File: src/rtl/packet_fifo_reader_pkg.sv
// packet_fifo_reader_pkg
//   Shared definitions for the packet FIFO read-side sequencer:
//   - state_e         : sequencer state encoding
//   - min_skid_depth  : smallest skid depth that still sustains 1 beat/cycle
package packet_fifo_reader_pkg;

    typedef enum logic [1:0] {
        ST_IDLE   = 2'd0,
        ST_WAIT   = 2'd1,
        ST_STREAM = 2'd2,
        ST_POP    = 2'd3
    } state_e;

    // Credits must cover every read still in the memory pipeline, the beat
    // being popped this cycle and the one being issued.
    function automatic int min_skid_depth(input int read_latency);
        return read_latency + 2;
    endfunction

endpackage

File: src/rtl/packet_skid_fifo.sv
// packet_skid_fifo
//   Single-clock first-word-fall-through register FIFO that absorbs the
//   memory read latency between the sequencer and the output stream.
//   Ports:
//     clk, rst_n   clock, asynchronous active-low reset
//     wr_en_i      write strobe (never throttled; the caller meters credits)
//     wr_data_i    write word
//     rd_en_i      pop the head (ignored when empty)
//     valid_o      head is valid
//     rd_data_o    head word
//     count_o      number of stored entries
module packet_skid_fifo #(
    parameter int WIDTH = 33,
    parameter int DEPTH = 4
) (
    input  logic                       clk,
    input  logic                       rst_n,
    input  logic                       wr_en_i,
    input  logic [WIDTH-1:0]           wr_data_i,
    input  logic                       rd_en_i,
    output logic                       valid_o,
    output logic [WIDTH-1:0]           rd_data_o,
    output logic [$clog2(DEPTH+1)-1:0] count_o
);

    localparam int PW = (DEPTH > 1) ? $clog2(DEPTH) : 1;
    localparam int CW = $clog2(DEPTH + 1);

    logic [WIDTH-1:0] mem_q [DEPTH];
    logic [PW-1:0]    wr_ptr_q;
    logic [PW-1:0]    rd_ptr_q;
    logic [CW-1:0]    count_q;
    logic             do_rd;

    function automatic logic [PW-1:0] ptr_inc(input logic [PW-1:0] p);
        return (p == PW'(DEPTH - 1)) ? '0 : p + 1'b1;
    endfunction

    assign do_rd = rd_en_i && (count_q != '0);

    always_ff @(posedge clk or negedge rst_n) begin
        if (!rst_n) begin
            for (int i = 0; i < DEPTH; i++) begin
                mem_q[i] <= '0;
            end
            wr_ptr_q <= '0;
            rd_ptr_q <= '0;
            count_q  <= '0;
        end else begin
            if (wr_en_i) begin
                mem_q[wr_ptr_q] <= wr_data_i;
                wr_ptr_q        <= ptr_inc(wr_ptr_q);
            end
            if (do_rd) begin
                rd_ptr_q <= ptr_inc(rd_ptr_q);
            end
            // Simultaneous write and pop leave the count unchanged.
            case ({wr_en_i, do_rd})
                2'b10:   count_q <= count_q + 1'b1;
                2'b01:   count_q <= count_q - 1'b1;
                default: count_q <= count_q;
            endcase
        end
    end

    assign valid_o   = (count_q != '0);
    assign rd_data_o = mem_q[rd_ptr_q];
    assign count_o   = count_q;

    // A write into a full skid without a matching pop means the credit
    // accounting upstream is broken.
    a_no_overflow: assert property (@(posedge clk) disable iff (!rst_n)
        !(wr_en_i && !do_rd && (count_q == CW'(DEPTH))))
        else $error("packet_skid_fifo overflow");

endmodule

File: src/rtl/packet_fifo_reader.sv
// packet_fifo_reader
//   Read-side sequencer for the cross-clock packet FIFO (read clock domain).
//   Accepts a packet length, waits for the packet to be committed, reads it
//   by offset, streams it out with last-beat marking and pops it.
//   Ports:
//     clk, rst_n                          clock, asynchronous active-low reset
//     len_valid, len_data, len_ready      sideband length queue
//     fifo_rd_size                        committed words available
//     fifo_rd_en, fifo_rd_offset          random-access read request
//     fifo_rd_data                        read data, READ_LATENCY after request
//     fifo_rd_pop_packet, fifo_rd_packet_size   packet release
//     out_valid, out_ready, out_data, out_last  output beat stream
//     err_overlength                      pulse on a length above 2^ADDR_BITS
//
//   state     | meaning
//   ----------+-----------------------------------------------------------
//   ST_IDLE   | take the next length; drop zero and overlength entries
//   ST_WAIT   | wait until the whole packet is committed in the FIFO
//   ST_STREAM | issue one read per cycle while skid credits allow
//   ST_POP    | release the packet in the FIFO (single-cycle pulse)
module packet_fifo_reader
    import packet_fifo_reader_pkg::*;
#(
    parameter int WIDTH        = 32,
    parameter int ADDR_BITS    = 10,
    parameter int READ_LATENCY = 2,
    parameter int SKID_DEPTH   = 4
) (
    input  logic                 clk,
    input  logic                 rst_n,
    input  logic                 len_valid,
    input  logic [ADDR_BITS:0]   len_data,
    output logic                 len_ready,
    input  logic [ADDR_BITS:0]   fifo_rd_size,
    output logic                 fifo_rd_en,
    output logic [ADDR_BITS-1:0] fifo_rd_offset,
    input  logic [WIDTH-1:0]     fifo_rd_data,
    output logic                 fifo_rd_pop_packet,
    output logic [ADDR_BITS:0]   fifo_rd_packet_size,
    output logic                 out_valid,
    input  logic                 out_ready,
    output logic [WIDTH-1:0]     out_data,
    output logic                 out_last,
    output logic                 err_overlength
);

    localparam int LW = ADDR_BITS + 1;
    localparam int CW = $clog2(SKID_DEPTH + 1);

    if (SKID_DEPTH < min_skid_depth(READ_LATENCY)) begin : g_bad_depth
        $error("SKID_DEPTH too small for READ_LATENCY");
    end

    state_e                  state_q, state_d;
    logic [LW-1:0]           len_q, len_d;
    logic [LW-1:0]           cnt_q, cnt_d;
    logic [READ_LATENCY-1:0] vld_pipe_q, vld_pipe_d;
    logic [READ_LATENCY-1:0] last_pipe_q, last_pipe_d;
    logic [CW-1:0]           in_flight_q, in_flight_d;
    logic                    err_q, err_d;

    logic                    rd_en;
    logic                    rd_last;
    logic                    pop_pkt;
    logic                    issue_ok;
    logic                    rd_arrive;
    logic                    skid_valid;
    logic                    skid_pop;
    logic [WIDTH:0]          skid_head;
    logic [CW-1:0]           skid_count;
    logic [CW:0]             credit_sum;

    // Every read either sits in the memory pipeline or in the skid, so the
    // skid can never be written beyond its depth.
    assign credit_sum = {1'b0, in_flight_q} + {1'b0, skid_count} + (CW+1)'(1);
    assign issue_ok   = (credit_sum <= (CW+1)'(SKID_DEPTH));

    always_comb begin
        state_d   = state_q;
        len_d     = len_q;
        cnt_d     = cnt_q;
        err_d     = 1'b0;
        len_ready = 1'b0;
        rd_en     = 1'b0;
        rd_last   = 1'b0;
        pop_pkt   = 1'b0;
        case (state_q)
            ST_IDLE: begin
                len_ready = len_valid;
                if (len_valid) begin
                    len_d = len_data;
                    if (len_data[ADDR_BITS] && (len_data[ADDR_BITS-1:0] != '0)) begin
                        err_d = 1'b1;
                    end else if (len_data != '0) begin
                        state_d = ST_WAIT;
                    end
                end
            end
            ST_WAIT: begin
                cnt_d = '0;
                if (fifo_rd_size >= len_q) begin
                    state_d = ST_STREAM;
                end
            end
            ST_STREAM: begin
                if (issue_ok) begin
                    rd_en   = 1'b1;
                    rd_last = (cnt_q == len_q - 1'b1);
                    cnt_d   = cnt_q + 1'b1;
                    if (rd_last) begin
                        state_d = ST_POP;
                    end
                end
            end
            ST_POP: begin
                pop_pkt = 1'b1;
                state_d = ST_IDLE;
            end
            default: state_d = ST_IDLE;
        endcase
    end

    // Valid and last tag follow each read through the memory latency.
    always_comb begin
        vld_pipe_d     = vld_pipe_q;
        last_pipe_d    = last_pipe_q;
        vld_pipe_d[0]  = rd_en;
        last_pipe_d[0] = rd_last;
        for (int i = 1; i < READ_LATENCY; i++) begin
            vld_pipe_d[i]  = vld_pipe_q[i-1];
            last_pipe_d[i] = last_pipe_q[i-1];
        end
    end

    assign rd_arrive   = vld_pipe_q[READ_LATENCY-1];
    assign in_flight_d = in_flight_q + CW'(rd_en) - CW'(rd_arrive);

    always_ff @(posedge clk or negedge rst_n) begin
        if (!rst_n) begin
            state_q     <= ST_IDLE;
            len_q       <= '0;
            cnt_q       <= '0;
            vld_pipe_q  <= '0;
            last_pipe_q <= '0;
            in_flight_q <= '0;
            err_q       <= 1'b0;
        end else begin
            state_q     <= state_d;
            len_q       <= len_d;
            cnt_q       <= cnt_d;
            vld_pipe_q  <= vld_pipe_d;
            last_pipe_q <= last_pipe_d;
            in_flight_q <= in_flight_d;
            err_q       <= err_d;
        end
    end

    assign skid_pop = skid_valid && out_ready;

    packet_skid_fifo #(
        .WIDTH (WIDTH + 1),
        .DEPTH (SKID_DEPTH)
    ) u_skid (
        .clk       (clk),
        .rst_n     (rst_n),
        .wr_en_i   (rd_arrive),
        .wr_data_i ({last_pipe_q[READ_LATENCY-1], fifo_rd_data}),
        .rd_en_i   (skid_pop),
        .valid_o   (skid_valid),
        .rd_data_o (skid_head),
        .count_o   (skid_count)
    );

    assign out_valid           = skid_valid;
    assign out_data            = skid_head[WIDTH-1:0];
    assign out_last            = skid_valid && skid_head[WIDTH];
    assign fifo_rd_en          = rd_en;
    assign fifo_rd_offset      = rd_en ? cnt_q[ADDR_BITS-1:0] : '0;
    assign fifo_rd_pop_packet  = pop_pkt;
    assign fifo_rd_packet_size = pop_pkt ? len_q : '0;
    assign err_overlength      = err_q;

endmodule
File: config.mk
export PLATFORM = sky130hd
export DESIGN_NAME = packet_fifo_reader
export DESIGN_NICKNAME = d
export VERILOG_FILES = /design/src/rtl/packet_fifo_reader_pkg.sv /design/src/rtl/packet_skid_fifo.sv /design/src/rtl/packet_fifo_reader.sv
export SDC_FILE = /design/constraint.sdc
export NUM_CORES = 1
export LEC_CHECK = 0
export CAP_MARGIN = 20
export CORE_ASPECT_RATIO = 1.2
export CORE_MARGIN = 2
export CORE_UTILIZATION = 57
export CTS_BUF_LIST = sky130_fd_sc_hd__clkbuf_8
export CTS_CLUSTER_SIZE = 28
export DETAILED_ROUTE_END_ITERATION = 10
export MAX_ROUTING_LAYER = met4
export PLACE_DENSITY_LB_ADDON = 0.1
export SLEW_MARGIN = 20
export SYNTH_ARGS = -nofsm -noshare
export SYNTH_HDL_FRONTEND = slang
export SYNTH_SLANG_ARGS = --single-unit
File: constraint.sdc
create_clock -name clk -period 3.1 [get_ports clk]
set_input_delay 0.62 -clock clk [delete_from_list [all_inputs] [get_ports clk]]
set_output_delay 0.62 -clock clk [all_outputs]
set_load 0.02 [all_outputs]
==> qor.yml <==
regArea_mm2: 0.00428
drv_slew: 0
grt_pass1_vias: 5948
synthesis.area_mm2: 0.00844
power_switching_share: 0.351
fin_skew_ps: 9.33
cp_slowest_stage_delay_ps: 410
cp_cell_sequence: "ha_1 -> nor2b_1 -> o31ai_2 -> and3_4 -> and2_1 -> dlygate4sd2_1"
layout.nets: 841
grt_pass1_wl_um: 29100
clkPwrFrac: 0.146
yosysTopAreaCell: "dfrtp_1"
crit_family: "simple AND/OR/NAND/NOR gates"
synth-main-ff-cell: "dfrtp_1"
cpMaxStageDelayCell: "dfrtp_1"
period_needed_ps: 2980
final_util: 0.710
yosysWarningCount: 0
start_kind: "flip-flop"
required_ps: 2480
cts_tree: "yes"
worst_slew_pin_slew_ps: 1010
power.density_mw_per_mm2: 1040
run_status: "complete, no violations"
setup_tns_ps: 0
p_leak_nw: 4.38
insertedDiodeCount: 0
h-tree-depth: 4
clkSinkCount: 171
clk_path_buf_depth: 2
grt_max_degree: 136
io_pins: 117
power.internal_mw: 6.93
drc: 0
die_area_mm2: 0.0158
max_cap_violations: 0
hold_viol_final: 0
routed_wl_um: 17500
multi_input_area_mm2: 0.00393
std_cell_rows: 48
post-cts-setup-buffers: 0
synth_area_per_cell_um2: 13.2
vias: 5553
clkLatencyLatePin_ps: 440
synthArstFlopShare: 1.00
antenna_found_initial: 0
syn_inst: 638
fp.dieW_um: 115
drtIter0Drc: 302
path_max_fanout: 11
first_pass_iters: 7
setup_ws_ps: 117
synth_fp_nets: 726
p_comb_frac: 0.493
finalSetupViolCount: 0
arrival_ps: 2360
place_ws_ps: 149
ant_nets: 0
die_height_um: 137
synth-seq-cells: 171
port_buffers: 116
core-area_mm2: 0.0144
post_drt_via_cell_ratio: 5.90
synth_edf_count: 0
gp_congestion: 0.871
grt_usage: 0.246
wire_per_inst_um: 18.6
worstSetupPathType: "flip-flop to primary output"
holdWs_ps: 59.6
synth_area_leaders: "dfrtp_1 51%, mux2_2 18%, mux4_2 8.8%"
worstSetupEndpointType: "primary output"
power.net_switching_mw: 3.76
p_seq_frac: 0.361
clk_pin_slew_ps: 80
slew_headroom: 0.327
dpl.hpwl_um: 12300
irDropWorstVdd_uv: 603
fillers: 1028
ys_types: 54
start_util: 0.586
synth_top_area_share: 0.507
p_total_mw: 10.7
grt-ovfl-total: 0
rsz0062_at_grt: "false"
ys_seq_area_frac: 0.507
hold_path.class: "primary input to asynchronous set/reset pin"
critPathBufInv: 1
timing.fmax_ghz: 0.335
layout-drive-gt1-share: 0.296
cts-root-buf: "clkbuf_8"
cts_buffers: 17
fin_crit_sh: 0.962
area_growth_syn_to_layout_pct: 21.2
==> power groups by stage <==
stage | Sequential [mW] | Combinational, mW | Clock (mW)
3_3_place_gp | 3.79 | 5.18 | 0
2_1_floorplan | 3.61 | 3.64 | 0
4_1_cts | 3.85 | 5.33 | 1.60
5_1_grt | 3.98 | 5.69 | 1.70
3_5_place_dp | 3.89 | 5.35 | 0
6_report | 3.86 | 5.27 | 1.56
==> Yosys cell counts (3+ instances only) <==
master,instances
a21o_1,3
a21oi_1,5
and2_1,26
and3_1,7
buf_1,13
buf_2,3
clkbuf_1,16
dfrtp_1,171
ha_1,28
inv_1,32
mux2_2,133
mux2i_1,3
mux4_2,33
nand2_1,33
nand3_1,8
nand4_1,8
nor2_1,18
nor2b_1,3
nor3_1,4
nor4_1,3
o2111ai_1,4
o21ai_0,20
or3_1,4
xnor2_1,8
xor2_1,14
==> through the flow <==
| stage | instance area, um2 | cells |
|---|---|---|
| floorplan | 8440 | 638 |
| finish | 10200 | 941 |
| global placement | 9820 | 909 |
| global route | 10200 | 941 |
| CTS | 10200 | 941 |
| detailed placement | 9820 | 909 |
==> cells in the final DEF, fill, tap and decap left out, types with 5 or more instances in the layout <==
master,instances
dfrtp_1,169
mux2_2,133
clkdlybuf4s50_1,104
mux4_2,33
inv_1,32
nand2_1,29
ha_1,28
and2_1,26
o21ai_0,20
clkbuf_8,19
nor2_1,18
xor2_1,14
buf_4,11
xnor2_1,8
nand3_1,8
nand4_1,8
clkdlybuf4s15_1,8
and3_1,6
a21oi_1,5
==> final timing paths <==
kind	start	end	slack (ps)	cells after the start
min in group clk	vld_pipe_q[0]	vld_pipe_q[1]	360	0
worst min-delay path	rst_n	u_skid.mem_q[51]	60	1
max in group asynchronous	rst_n	u_skid.rd_ptr_q[1]	2030	2
worst max-delay path	in_flight_q[1]	fifo_rd_offset[6]	120	6
worst min register to register	vld_pipe_q[0]	vld_pipe_q[1]	360	0
worst max register to register	len_q[0]	state_q[0]	520	8
==> worst reg2reg max path: cells and delay by family (launching register included) <==
kind / cells / cell delay [ps]
compound gates: 4 / 880
fa+ha+maj: 1 / 280
buf+inv: 1 / 120
flops: 1 / 480
simple gates: 2 / 740
==> layout make-up <==
| class | count | share of cell area |
|---|---|---|
| Sequential cell | 171 | 0.418 |
| Multi-Input combinational cell | 402 | 0.384 |
| Timing Repair Buffer | 129 | 0.125 |
| Clock buffer | 19 | 0.0256 |
| Tap cell | 175 | 0.0214 |
| Clock inverter | 13 | 0.0138 |
| Inverter | 32 | 0.0117 |
==> sequential cells by signal (all words and copies together) (netlist names) <==
signal and cells:
u_skid.mem_q 132, cnt_q 11, len_q 11, in_flight_q 3, u_skid.count_o 3, last_pipe_q 2
state_q 2, u_skid.rd_ptr_q 2, u_skid.wr_ptr_q 2, vld_pipe_q 2, err_overlength 1
==> repair_timing <==
| action | CTS | global route |
|---|---|---|
| endpoints found under the setup margin | 11 | 8 |
| gates resized for setup | 14 | 8 |
| pin swaps | 1 | 0 |
| hold buffers | 0 | 0 |
==> per-layer routing <==
layer / global-route usage / share of wire / vias up
li1: - / - / 2537
met2: 0.420 / 0.52 / 175
met4: 0.0790 / 0.020 / 0
met1: 0.292 / 0.42 / 2815
met5: - / 0 / -
met3: 0.0519 / 0.048 / 26
==> cell families after synthesis <==
family | count (synthesis) | share of synthesized area
mux | 169 | 0.269
fa+ha+maj | 30 | 0.0462
compound gates | 56 | 0.0465
simple gates | 125 | 0.0783
xor+xnor | 22 | 0.0228
flops | 171 | 0.507
buf+inv | 65 | 0.0302
Power figures use the tool's default switching activity.
